==> config.mk <==
export PLATFORM = sky130hd
export DESIGN_NAME = frame_update_scheduler
export DESIGN_NICKNAME = d
export VERILOG_FILES = /design/src/rtl/frame_update_scheduler.sv
export SDC_FILE = /design/constraint.sdc
export NUM_CORES = 1
export LEC_CHECK = 0
export BUFFER_PORTS_ARGS = -buffer_cell sky130_fd_sc_hd__buf_2
export CORE_MARGIN = 4
export CORE_UTILIZATION = 53
export CTS_CLUSTER_DIAMETER = 30
export DETAILED_ROUTE_END_ITERATION = 8
export PLACE_DENSITY = 0.83
export SYNTH_ARGS = -nofsm -noshare
export SYNTH_HDL_FRONTEND = slang
export SYNTH_SLANG_ARGS = --single-unit
==> constraint.sdc <==
create_clock -name i_clk -period 2.94 [get_ports i_clk]
set_input_delay 0.147 -clock i_clk [delete_from_list [all_inputs] [get_ports i_clk]]
set_output_delay 0.147 -clock i_clk [all_outputs]
set_load 0.01 [all_outputs]
==> src/rtl/frame_update_scheduler.sv <==
// Frame update scheduler: after the last active row ends, runs the paddle,
// ball and score update tasks in order during vertical blanking.
// Define UPDATE_TIMEOUT_EN to add a per-task watchdog that advances past a
// silent task and records it in o_timeout.
module frame_update_scheduler #(
  parameter logic [8:0] LAST_ROW = 9'd271,
  parameter logic [9:0] TIMEOUT  = 10'd1023
) (
  input  logic        i_clk,
  input  logic        i_rst,
  input  logic        i_data_enable,
  input  logic [8:0]  i_row,
  input  logic [2:0]  i_ack,
  input  logic        i_clr_flags,
  output logic [2:0]  o_req,
  output logic        o_busy,
  output logic        o_frame_done,
  output logic [15:0] o_frame_cnt,
  output logic        o_overrun,
  output logic [2:0]  o_timeout
);

  localparam int unsigned CNT_W = 16;
  localparam int unsigned WD_W  = 10;

  typedef enum logic [1:0] {
    IDLE = 2'd0,
    TASK = 2'd1,
    DONE = 2'd2
  } state_e;

  state_e             state_q, state_d;
  logic [1:0]         idx_q, idx_d;
  logic               de_q, de_d;
  logic [2:0]         req_q, req_d;
  logic               busy_q, busy_d;
  logic               frame_done_q, frame_done_d;
  logic [CNT_W-1:0]   frame_cnt_q, frame_cnt_d;
  logic               overrun_q, overrun_d;

  logic               eof_c;
  logic               ack_c;
  logic               adv_c;

`ifdef UPDATE_TIMEOUT_EN
  logic [WD_W-1:0]    wd_q, wd_d;
  logic [2:0]         timeout_q, timeout_d;
  logic               expire_c;
`endif

  // End of frame: active video just dropped on the final active row
  assign eof_c = de_q & ~i_data_enable & (i_row == LAST_ROW);
  // Only the acknowledge of the task currently requested counts
  assign ack_c = i_ack[idx_q];

`ifdef UPDATE_TIMEOUT_EN
  // Watchdog expiry only counts when the task did not ack in the same cycle
  assign expire_c = (wd_q == TIMEOUT) & ~ack_c;
  assign adv_c    = ack_c | expire_c;
`else
  assign adv_c    = ack_c;
`endif

  // Next-state and registered-output logic
  always_comb begin
    state_d      = state_q;
    idx_d        = idx_q;
    de_d         = i_data_enable;
    req_d        = req_q;
    frame_done_d = 1'b0;
    frame_cnt_d  = frame_cnt_q;
    overrun_d    = i_clr_flags ? 1'b0 : overrun_q;
`ifdef UPDATE_TIMEOUT_EN
    wd_d         = wd_q;
    timeout_d    = i_clr_flags ? 3'b000 : timeout_q;
`endif

    case (state_q)
      IDLE: begin
        if (eof_c) begin
          state_d = TASK;
          idx_d   = 2'd0;
          req_d   = 3'b001;
`ifdef UPDATE_TIMEOUT_EN
          wd_d    = '0;
`endif
        end
      end

      TASK: begin
        if (i_data_enable) begin
          // Active video returned before the sequence finished
          state_d   = IDLE;
          idx_d     = 2'd0;
          req_d     = 3'b000;
          overrun_d = 1'b1;
        end else if (adv_c) begin
`ifdef UPDATE_TIMEOUT_EN
          if (expire_c) begin
            timeout_d[idx_q] = 1'b1;
          end
          wd_d = '0;
`endif
          if (idx_q == 2'd2) begin
            state_d      = DONE;
            idx_d        = 2'd0;
            req_d        = 3'b000;
            frame_done_d = 1'b1;
            frame_cnt_d  = frame_cnt_q + CNT_W'(1);
          end else begin
            idx_d = idx_q + 2'd1;
            req_d = 3'(3'b001 << (idx_q + 2'd1));
          end
        end else begin
`ifdef UPDATE_TIMEOUT_EN
          wd_d = wd_q + WD_W'(1);
`endif
        end
      end

      DONE: begin
        state_d = IDLE;
      end

      default: begin
        state_d = IDLE;
        idx_d   = 2'd0;
        req_d   = 3'b000;
      end
    endcase

    busy_d = (state_d == TASK);
  end

  // State and output registers
  always_ff @(posedge i_clk or posedge i_rst) begin
    if (i_rst) begin
      state_q      <= IDLE;
      idx_q        <= 2'd0;
      de_q         <= 1'b0;
      req_q        <= 3'b000;
      busy_q       <= 1'b0;
      frame_done_q <= 1'b0;
      frame_cnt_q  <= '0;
      overrun_q    <= 1'b0;
    end else begin
      state_q      <= state_d;
      idx_q        <= idx_d;
      de_q         <= de_d;
      req_q        <= req_d;
      busy_q       <= busy_d;
      frame_done_q <= frame_done_d;
      frame_cnt_q  <= frame_cnt_d;
      overrun_q    <= overrun_d;
    end
  end

`ifdef UPDATE_TIMEOUT_EN
  // Watchdog counter and sticky timeout flags
  always_ff @(posedge i_clk or posedge i_rst) begin
    if (i_rst) begin
      wd_q      <= '0;
      timeout_q <= 3'b000;
    end else begin
      wd_q      <= wd_d;
      timeout_q <= timeout_d;
    end
  end

  assign o_timeout = timeout_q;
`else
  logic unused_timeout;
  assign unused_timeout = ^TIMEOUT;
  assign o_timeout      = 3'b000;
`endif

  assign o_req        = req_q;
  assign o_busy       = busy_q;
  assign o_frame_done = frame_done_q;
  assign o_frame_cnt  = frame_cnt_q;
  assign o_overrun    = overrun_q;

endmodule

==> Word-level counts from Yosys, hierarchy flattened <==
Index checks and enable logic that the tools add are counted.
{ "word_totals": {"register_bits": 27, "input_bits": 16, "out_inout_bits": 25, "elab_cells": 50} }
{ "op_classes": {"addsub": 2, "n_lt_le_gt_ge": 1, "eq_ne": 7, "shifts": 1, "mux": 24, "bitwise_logic": 4, "reduce_logical": 3} }
{ "ops": {"columns": ["cell", "count"], "rows": [
  ["$add 16x1->16 const B", 1],
  ["$mux 2", 8],
  ["$mux 3", 4],
  ["$eq 9x9->1 const B", 1],
  ["$pmux 3 s3", 1],
  ["$mux 1", 8],
  ["$pmux 2 s3", 1],
  ["$eq 2x1->1 const B", 2],
  ["$eq 2x2->1 const B", 2],
  ["$pmux 2 s2", 1],
  ["$reduce_and 4->1", 1],
  ["$lt 2x3->1 const B", 1],
  ["$ne 3x3->1 const B", 1],
  ["$reduce_and 3->1", 1],
  ["$shl 1x2->3 const A", 1],
  ["$add 2x1->2 const B", 1],
  ["$and 1x1->1", 2],
  ["$bmux 1 s2", 1],
  ["$logic_not 2->1", 1],
  ["$ne 2x2->1 const B", 1],
  ["$not 1->1", 2]
]} }

==> Depth between registers and ports, before layout <==
Gate-level depths: netlist of the first run.
{ "logic_depth": {"ltp_word": 6, "mapped_depth": 5, "mapped_depth_nobuf": 4} }

==> Worst setup path after synthesis of the first run <==
OpenSTA, ideal clock, no wires.
{ "synth_timing": {"kind": "reg2reg", "start": "register state_q[0]", "end": "register req_q[0] (netlist: o_req[0])", "setup_time_ps": 125, "t_arrival_ps": 1543, "required_ps": 2815, "path_slack_ps": 1272, "stages_incl_launch_ff": 6, "n_path_buf": 1, "period_less_slack_ps": 1668, "cell_sequence": "dfrtp_1 -> or3b_1 -> buf_6 -> nand2b_4 -> o21ai_2 -> mux2_4"} }
{ "synth_between": {"elab_chain_cells": 3, "elab_cells_between_ends": 8, "classes_between": "eq/ne (4); mux (1); bitwise (1); reduce/logical (2)"} }
{ "synth_lines": {"columns": ["item", "line_no", "text"], "rows": [
  ["start, declared", "32", "state_e state_q, state_d;"],
  ["start signal, assigned", "147", "state_q <= state_d;"],
  ["$eq 2x1->1, or another cell as far along", "78", "case (state_q)"],
  ["$ne 3x3->1 (no line), or another cell as far along", null, null],
  ["$reduce_and 3->1 (no line)", null, null],
  ["end signal, assigned", "150", "req_q <= req_d;"],
  ["end, declared", "35", "logic [2:0] req_q, req_d;"]
]} }
Parallel ways exist; a longest one is shown, timed or not.
A chain may end at the register's enable or synchronous reset.

==> Worst setup path after layout of the first run <==
{ "layout_timing": {"start": "input i_data_enable", "end": "register req_q[0] (netlist: o_req[0])"} }
{ "layout_between": {"elab_chain_cells": 5, "elab_cells_between_ends": 8, "classes_between": "eq/ne (2); mux (2); bitwise (3); reduce/logical (1)"} }
{ "layout_lines": {"columns": ["item", "line_no", "text"], "rows": [
  ["start, declared", "11", "input logic i_data_enable,"],
  ["$not 1->1 (no line)", null, null],
  ["$and 1x1->1 (2 in series)", "52", "assign eof_c = de_q & ~i_data_enable & (i_row == LAST_ROW);"],
  ["$ne 2x2->1 (no line)", null, null],
  ["$reduce_and 3->1 (no line)", null, null]
]} }
Parallel ways exist; a longest one is shown, timed or not.

==> out/results.ini, run 1 <==
[placement]
place_inst=167
place_area_sq_um=1470
pre_cts_slack_ns=1.09
dpl.hpwl_microns=1890
place_congestion=0.753
io_buffers=37

[final_layout]
diodes=0
final_cell_area_sq_um=1520
fillers=196
drive_gt1_frac=0.345
final_cell_mix=buf_2 (37), dfrtp_1 (27), xnor2_1 (14)
final_common_cell=buf_2
final_cells=173
area_growth_pct=18.4
layout.nets=163

[sta]
maxSlewViolCount=0
finalSetupViolCount=0
finalCritPeriodShare=0.663
period_minus_slack_ns=1.95
finalWorstSetupSlack_ns=0.991
relSlewSlack=0.352
tns_ns=0
rsz0062_at_grt=no
hold_viol=0
tightestPinTransition_ns=0.971
max_freq_mhz=513
fin_skew_ns=0.00481

[floorplanning]
dieArea_sq_um=3270
io_pins=41
fp.dieH_microns=57.2
fp-row-count=17
core_area_sq_um=2250
start_util=0.569
fp.dieW_microns=57.2

[route]
drtIter0Drc=23
drtAntennaViolNets=0
wl_microns=2430
via_per_inst=5.40
drc=0
num_vias=934
dr.pass1.iters=4
avgRoutedWirePerCell_microns=14.1

[clocking]
clk_latency_ns=0.32
cts_made_buffers=3
post_cts_buffers=0
tritoncts=built
clockBufferDepth=2
cts_resized=0
htreeDepth=1
ctsHoldBuffers=2
cts_root_buf=clkbuf_4
path_clk_slew_ns=0.13
cts.sinks=27

[pwr]
p_per_area_nw_per_um2=366
power.share.clock=0.277
switching_share=0.213
p_switching_uw=119
ir_drop_mv=0.269
finalPower_uw=556
seq_power_share=0.671
internal_power_uw=437
leakage_uw=0.000805
p_comb_frac=0.052

[yosys]
yosys_warnings=0
syn-mean-instance-area_sq_um=12.2
yosysTopAreaCell=dfrtp_1
ys_types=36
synthTopCellsByArea=dfrtp_1 (53%), xnor2_1 (9.6%), nand4_1 (2.9%), a21o_1 (2.3%), and3_1 (1.9%)
synth_top_area_frac=0.526
syn_area_sq_um=1280
yosysSeqAreaShare=0.526
netlist_instances=105
ys_ff_latch=27

[global_routing]
grt_max_degree=28
grt_remaining_overflow=0
grt_first_pass_wirelength_microns=4170
grt_use_total=0.162
grt_pass1_vias=963
antenna_found_initial=0

[worst_setup_path]
crit_type=primary input to flip-flop
cp-start-kind=primary input
worstPathArrival_ns=2.17
endpoint_kind=flip-flop
slowest_delay_ns=0.54
path_cells=dlygate4sd3_1 > buf_2 > or3b_1 > nand2b_4 > o21ai_2 > mux2_4
crit_slowest_cell=dlygate4sd3_1
required_ns=3.16
critPathMaxFanout=7

[worst_hold_path]
hold_class=primary input to async pin

[job]
maxCapViolCount=0

[status]
status=finished clean

cell type report:
| cell class | instances | area [sq um] | area share |
|---|---|---|---|
| clock buffer | 4 | 26.3 | 0.0173 |
| sequential | 27 | 676 | 0.444 |
| timing repair buffer | 39 | 205 | 0.135 |
| inverter | 4 | 15.0 | 0.00988 |
| tap | 28 | 35.0 | 0.0230 |
| multi-input combinational | 71 | 563 | 0.370 |
worst paths after layout:
check,start,end,slack [ns],cells after the start
min in group i_clk,i_row[0],state_q[0],0.13,3
max,i_data_enable,o_req[0],0.99,6
max reg2reg,state_q[0],o_req[0],1.09,4
max in group asynchronous,i_rst,o_frame_cnt[7],2.33,2
min reg2reg,o_frame_cnt[15],o_frame_cnt[15],0.48,1
min,i_rst,o_frame_cnt[9],0.03,2
registers in the layout (all words and copies together) (netlist names):
register,flops
o_frame_cnt,16
o_req,3
idx_q,2
state_q,2
de_q,1
o_busy,1
o_frame_done,1
o_overrun,1
cells in the mapped netlist (all sizes together):
| master | instances |
|---|---|
| xnor2 | 14 |
| or4 | 1 |
| nand3b | 3 |
| nor3 | 3 |
| xor2 | 1 |
| nor3b | 1 |
| conb | 1 |
| nor2 | 2 |
| dfrtp | 27 |
| ha | 1 |
| nand2b | 2 |
| or4bb | 1 |
| buf | 4 |
| and2 | 2 |
| and4 | 2 |
| a21o | 4 |
| clkbuf | 1 |
| o31ai | 1 |
| or3b | 1 |
| o21ai | 2 |
| mux2 | 2 |
| nand3 | 5 |
| nand4 | 7 |
| inv | 4 |
| o41ai | 2 |
| nand2 | 5 |
| a21oi | 2 |
| and3 | 4 |
layer usage:
| layer | vias up | track usage | wire length [microns] |
|---|---|---|---|
| met4 | 0 | 0.0596 | 38 |
| met2 | 35 | 0.272 | 1180 |
| met3 | 5 | 0.0362 | 180 |
| met1 | 449 | 0.204 | 1040 |
| li1 | 445 | - | - |
| met5 | - | 0 | 0 |
worst max-delay path: cells and delay by family:
kind | cells | cell delay (ns)
multiplexers | 1 | 0.33
AND/OR/NAND/NOR | 2 | 0.76
buffers and inverters | 2 | 0.69
AO/OA/AOI/OAI | 1 | 0.24
per-stage QoR:
step            util  hold WS, ns
3_5_place_dp   0.654        0.311
6_report       0.674       0.0312
5_1_grt        0.674        0.110
3_3_place_gp   0.654        0.304
4_1_cts        0.674       0.0682
2_1_floorplan      -        0.178
power groups by stage:
stage	clock network [uW]	registers [uW]	logic, uW
floorplan	0	380	15.3
global placement	0	380	26.4
detailed placement	0	380	27.2
CTS	161	373	29.5
global route	178	374	32.8
finish	154	373	28.7
logic make-up (layout without fill, tap and decap cells):
| group | after synthesis | in the layout | synth area share |
|---|---|---|---|
| AND/OR/NAND/NOR | 39 | 39 | 0.225 |
| flip-flops | 27 | 27 | 0.526 |
| AO/OA/AOI/OAI | 11 | 11 | 0.0721 |
| XOR/XNOR | 15 | 15 | 0.102 |
| adder cells (fa/ha/maj) | 1 | 1 | 0.00975 |
| other | 1 | 3 | 0.00292 |
| buffers and inverters | 9 | 47 | 0.0409 |
| multiplexers | 2 | 2 | 0.0205 |
No activity file was read; power rests on OpenSTA's default activity.
==> run 2: changes to the inputs <==
CORE_UTILIZATION = 45   (was 53)
PLACE_DENSITY = 0.75   (was 0.83)
clock period = 1.7 ns   (was 2.94 ns; I/O delays follow)
==> run 2 against run 1 <==
Effect of this change: the flow now finishes with violations (setup timing); via count increased by 4.6%; sequential cell count unchanged; non-clock buffer count increased by 7; hold slack improved by 0.016 ns; total power increased by 76%; cell area increased by 4.5%.
==> out/results.ini, run 2 (same netlist as run 1, synthesis figures left out) <==
[clocking]
path_clk_slew_ns=0.14
cts.sinks=27
cts_root_buf=clkbuf_4
clockBufferDepth=2
tritoncts=built
htreeDepth=1
clk_latency_ns=0.32
cts_made_buffers=3

[worst_setup_path]
critPathMaxFanout=4
r2r-start=state_q[1]
r2r_slack_ns=-0.008
required_ns=1.93
reg2reg_depth=4
cp-start-kind=flip-flop
crit_type=flip-flop to flip-flop
cp_num_buf_inv=0
crit_slowest_cell=or4bb_4
endpoint_kind=flip-flop
worstPathArrival_ns=1.94
cp_top_family=simple AND/OR/NAND/NOR gates
r2r-end=o_req[0]
slowest_delay_ns=0.55
path_cells=or4bb_4 > o31ai_4 > o21ai_2 > mux2_4

[pwr]
leakage_uw=0.000842
ir_drop_mv=0.609
finalPower_uw=978
p_per_area_nw_per_um2=615

[placement]
dpl.hpwl_microns=1870
place_congestion=0.832
place_inst=175
io_buffers=37

[route]
drc=0
drtIter0Drc=5
via_per_inst=5.34
avgRoutedWirePerCell_microns=14.0
drtAntennaViolNets=0
dr.pass1.iters=4
num_vias=977
wl_microns=2570

[sta]
finalCritPeriodShare=1.00
finalWorstSetupSlack_ns=-0.00837
max_freq_mhz=585
period_minus_slack_ns=1.71
rsz0062_at_grt=yes
finalSetupViolCount=1
maxSlewViolCount=0
fin_skew_ns=0.00288
hold_viol=0

[worst_hold_path]
hold_path_end=state_q[0]
hold_class=primary input to flip-flop
min_path_cells=3
min_from=i_row[0]

[final_layout]
final_common_cell=buf_2
area_growth_pct=23.8
layout.nets=170
regArea_sq_um=676
multi_input_area_sq_um=569
diodes=0
final_cell_mix=buf_2 (37), dfrtp_1 (27), xnor2_1 (14)
fillers=234
drive_gt1_frac=0.382
final_cells=183
largest_reg_flops=16

[global_routing]
grt_first_pass_wirelength_microns=4200
antenna_found_initial=0
grt_use_total=0.151
grt_max_degree=28
grt_remaining_overflow=0
grt_pass1_vias=967

[job]
maxCapViolCount=0

[status]
status=finished, violations left
violations=setup timing

[floorplanning]
fp.dieH_microns=61.4
fp.dieW_microns=61.4
fp-row-count=19
core_area_sq_um=2730
io_pins=41
dieArea_sq_um=3770
start_util=0.470

## run 2: metrics by stage
stage	cell area, sq um	hold slack (ns)	setup TNS, ns	setup slack (ns)	utilization
2_1_floorplan	1290	0.116	0	0.0323	-
3_3_place_gp	1520	0.156	0	0.0341	0.554
3_5_place_dp	1520	0.160	0	0.00518	0.554
4_1_cts	1580	0.0449	-0.00504	-0.00329	0.576
5_1_grt	1590	0.0393	-0.388	-0.0745	0.581
6_report	1590	0.0476	-0.00837	-0.00837	0.581
## run 2: report_power, final
part,switching (uW),total [uW],internal (uW)
Clock,184,276,92.0
Sequential,1.19,646,644
Combinational,30.4,56.0,25.7
Total,216,978,762
## run 2: how the worst max path moves through the flow
stage,to,cells after the start,slack (ns),from
3_3_place_gp,o_req[0],4,0.03,state_q[1]
5_1_grt,o_req[0],4,-0.07,state_q[1]
2_1_floorplan,o_req[0],5,0.03,state_q[0]
3_5_place_dp,o_req[0],4,0.005,state_q[1]
4_1_cts,o_frame_cnt[15],5,-0.003,state_q[1]
6_report,o_req[0],4,-0.008,state_q[1]
## run 2: final cells by class
type	instances	area share
Clock buffer	4	0.0165
Inverter	4	0.00945
Multi-Input combinational cell	71	0.358
Sequential cell	27	0.425
Tap cell	31	0.0244
Timing Repair Buffer	46	0.166
## run 2: per-layer routing
layer  vias up  global-route usage  share of wire
li1        459                   -              -
met1       475               0.183           0.43
met2        37               0.261           0.46
met3         6              0.0524          0.098
met4         0              0.0273          0.013
met5         -                   0              0
## run 2: timing repair
| action | 4_1_cts | 5_1_grt |
|---|---|---|
| resized for setup | 1 | 2 |
| setup endpoints to repair | 1 | 12 |
| hold buffers | 3 | 0 |
| hold endpoints to repair | 29 | 0 |
| setup buffers | 0 | 1 |
| pin swaps | 0 | 6 |
## run 2: tightest hold or removal path: cells and delay by family
family | cells | cell delay [ns]
buf+inv | 1 | 0.11
compound gates | 1 | 0.07
simple gates | 1 | 0.08
==> run 3: changes to the inputs <==
ABC_AREA = 1   (was unset)
CORE_UTILIZATION = 46   (was 45)
PLACE_DENSITY = unset   (was 0.75)
PLACE_DENSITY_LB_ADDON = 0.12   (was unset)
SKIP_LAST_GASP = 1   (was unset)
==> run 3 against run 2 <==
Effect of this change: the flow now finishes without violations; synthesized area is 12% higher; first-iteration DRC count grew to 8.6 times the previous value; count of clock-buffer cells in the layout is 1 lower; via count is 27% higher; critical path depth is 3 higher; critical endpoint is now o_frame_cnt[8]; sequential cell count stayed put; largest cell class unchanged.
==> out/results.ini, run 3 <==
[worst_setup_path]
endpoint=o_frame_cnt[8]
required_ns=1.94
crit_start=o_frame_cnt[0]
r2r-end=o_frame_cnt[8]
reg2reg_depth=7
r2r_slack_ns=0.24
r2r-start=o_frame_cnt[0]
cp-start-kind=flip-flop
crit_type=flip-flop to flip-flop
endpoint_kind=flip-flop
critPathMaxFanout=5
worstPathArrival_ns=1.71

[global_routing]
grt_first_pass_wirelength_microns=5450
grt_use_total=0.164
use_met3=0.0280
grt_pass1_vias=1250
use_met1=0.198
grt_remaining_overflow=0
grt-busiest-layer=met2
grtUsageMet2=0.288
antenna_found_initial=0
grt_max_degree=28

[floorplanning]
start_util=0.502
io_pins=41
fp.dieH_microns=63.8
dieArea_sq_um=4070
fp.dieW_microns=63.8
fp-row-count=19
core_area_sq_um=2850

[placement]
io_buffers=37
place_congestion=0.868
place_inst=245
dpl.hpwl_microns=2400
place_area_sq_um=1640

[route]
via_per_inst=4.94
avgRoutedWirePerCell_microns=12.0
drtIter0Drc=43
dr.pass1.iters=6
drc=0
wl_microns=3020
drtAntennaViolNets=0
num_vias=1244

[final_layout]
drive_gt1_frac=0.244
final_cell_area_sq_um=1700
final_cell_mix=nand2_1 (62), buf_2 (37), dfrtp_1 (27)
final_cells=252
final_common_cell=nand2_1
largest_reg_flops=16
layout.nets=239
diodes=0
area_growth_pct=18.7

[sta]
maxSlewViolCount=0
max_freq_mhz=683
tns_ns=0
finalCritPeriodShare=0.861
finalSetupViolCount=0
hold_viol=0
fin_skew_ns=0.0142
period_minus_slack_ns=1.46
rsz0062_at_grt=no

[yosys]
synthTopCellsByArea=dfrtp_1 (47%), nand2_1 (16%), inv_1 (5.2%), xor2_1 (4.3%), nand3_1 (4.2%)
synth_common_cells=nand2_1 (62), dfrtp_1 (27), inv_1 (20), nor2_1 (16), nand3_1 (12)
ys_ff_latch=27
synthArstFlopShare=1.00
netlist_instances=178
synth_most_common_cell=nand2_1
synth_top_area_frac=0.472
ys_types=24
synth-edff-count=0
yosysTopAreaCell=dfrtp_1
synth_flop_cell=dfrtp_1
syn-mean-instance-area_sq_um=8.04
syn_area_sq_um=1430
yosys_warnings=0
yosysSeqAreaShare=0.472

[clocking]
clockBufferDepth=2
cts_made_buffers=3
cts_root_buf=clkbuf_4
path_clk_slew_ns=0.15
clk_latency_ns=0.33
cts.sinks=27
htreeDepth=1
tritoncts=built

[status]
status=finished clean

[job]
maxCapViolCount=0

[worst_hold_path]
hold_class=primary input to flip-flop

[pwr]
leakage_uw=0.000974
p_per_area_nw_per_um2=901
ir_drop_mv=0.480

## run 3: cell types whose count changed in the layout (fill, tap and decap cells not counted), moves of 6 or more
| cell | before | now |
|---|---|---|
| inv_1 | 4 | 20 |
| nand2_1 | 5 | 62 |
| nand3_1 | 5 | 12 |
| nor2_1 | 1 | 16 |
| xnor2_1 | 14 | 3 |
| xor2_1 | 1 | 7 |
## run 3: cell type report
class | instances | area (sq um)
inverter | 23 | 86.3
tap | 31 | 38.8
clock buffer | 3 | 22.5
sequential | 27 | 676
clock inverter | 1 | 5.00
multi-input combinational | 126 | 648
timing repair buffer | 41 | 223
fill | 262 | 1150
## run 3: layer usage
metal,share of wire,vias up,wire length (microns)
li1,-,628,-
met1,0.43,581,1310
met2,0.51,30,1530
met3,0.044,5,133
met4,0.017,0,51
met5,0,-,0
## run 3: timing repair
| item | CTS | global route |
|---|---|---|
| resized for setup | 0 | 1 |
| setup endpoints to repair | 0 | 1 |
| hold endpoints to repair | 29 | 0 |
| hold buffers | 3 | 0 |
| buffers inserted | 0 | 0 |
## run 3: power breakdown
group,switching (uW),internal (uW)
clock network,186,88.3
registers,79.4,745
logic,266,166
total,531,1000
## run 3: logic make-up (layout without fill, tap and decap cells)
family,Yosys count,in the layout,synth area share
buffers and inverters,27,68,0.0839
DFF,27,27,0.472
AOI/OAI and AO/OA,4,4,0.0184
other,1,3,0.00262
adders and majority gates,1,1,0.00874
and+or+nand+nor,107,107,0.342
xor gates and xnor gates,11,11,0.0726
## run 3: worst min-delay path by stage
stage                     slack [ns]     startpoint  cells past startpoint        to
after floorplan                 0.12  i_data_enable                      0      de_q
after global routing            0.20       i_ack[2]                      4    o_busy
after CTS                       0.15       i_ack[2]                      4    o_busy
final                           0.17       i_row[7]                      6  o_req[0]
after global placement          0.15          i_rst                      3  idx_q[1]
after detailed placement        0.16          i_rst                      3  idx_q[0]
## run 3: critical path: stages, from the launching register on
cell      delay (ns)
dfrtp_1         0.44
ha_1            0.23
nand3_1         0.15
nand3b_1        0.25
nor2_2          0.16
nand2_1         0.08
nand2_1         0.06
nand2_1         0.04
## run 3: through the flow
stage          worst slack [ns]  utilization  total power, uW  hold slack, ns
2_1_floorplan             0.333            -             1110           0.116
3_3_place_gp              0.259        0.574             1250           0.153
3_5_place_dp              0.231        0.574             1270           0.161
4_1_cts                   0.213        0.594             1550           0.147
5_1_grt                  0.0410        0.596             1650           0.198
6_report                  0.237        0.596             1530           0.174
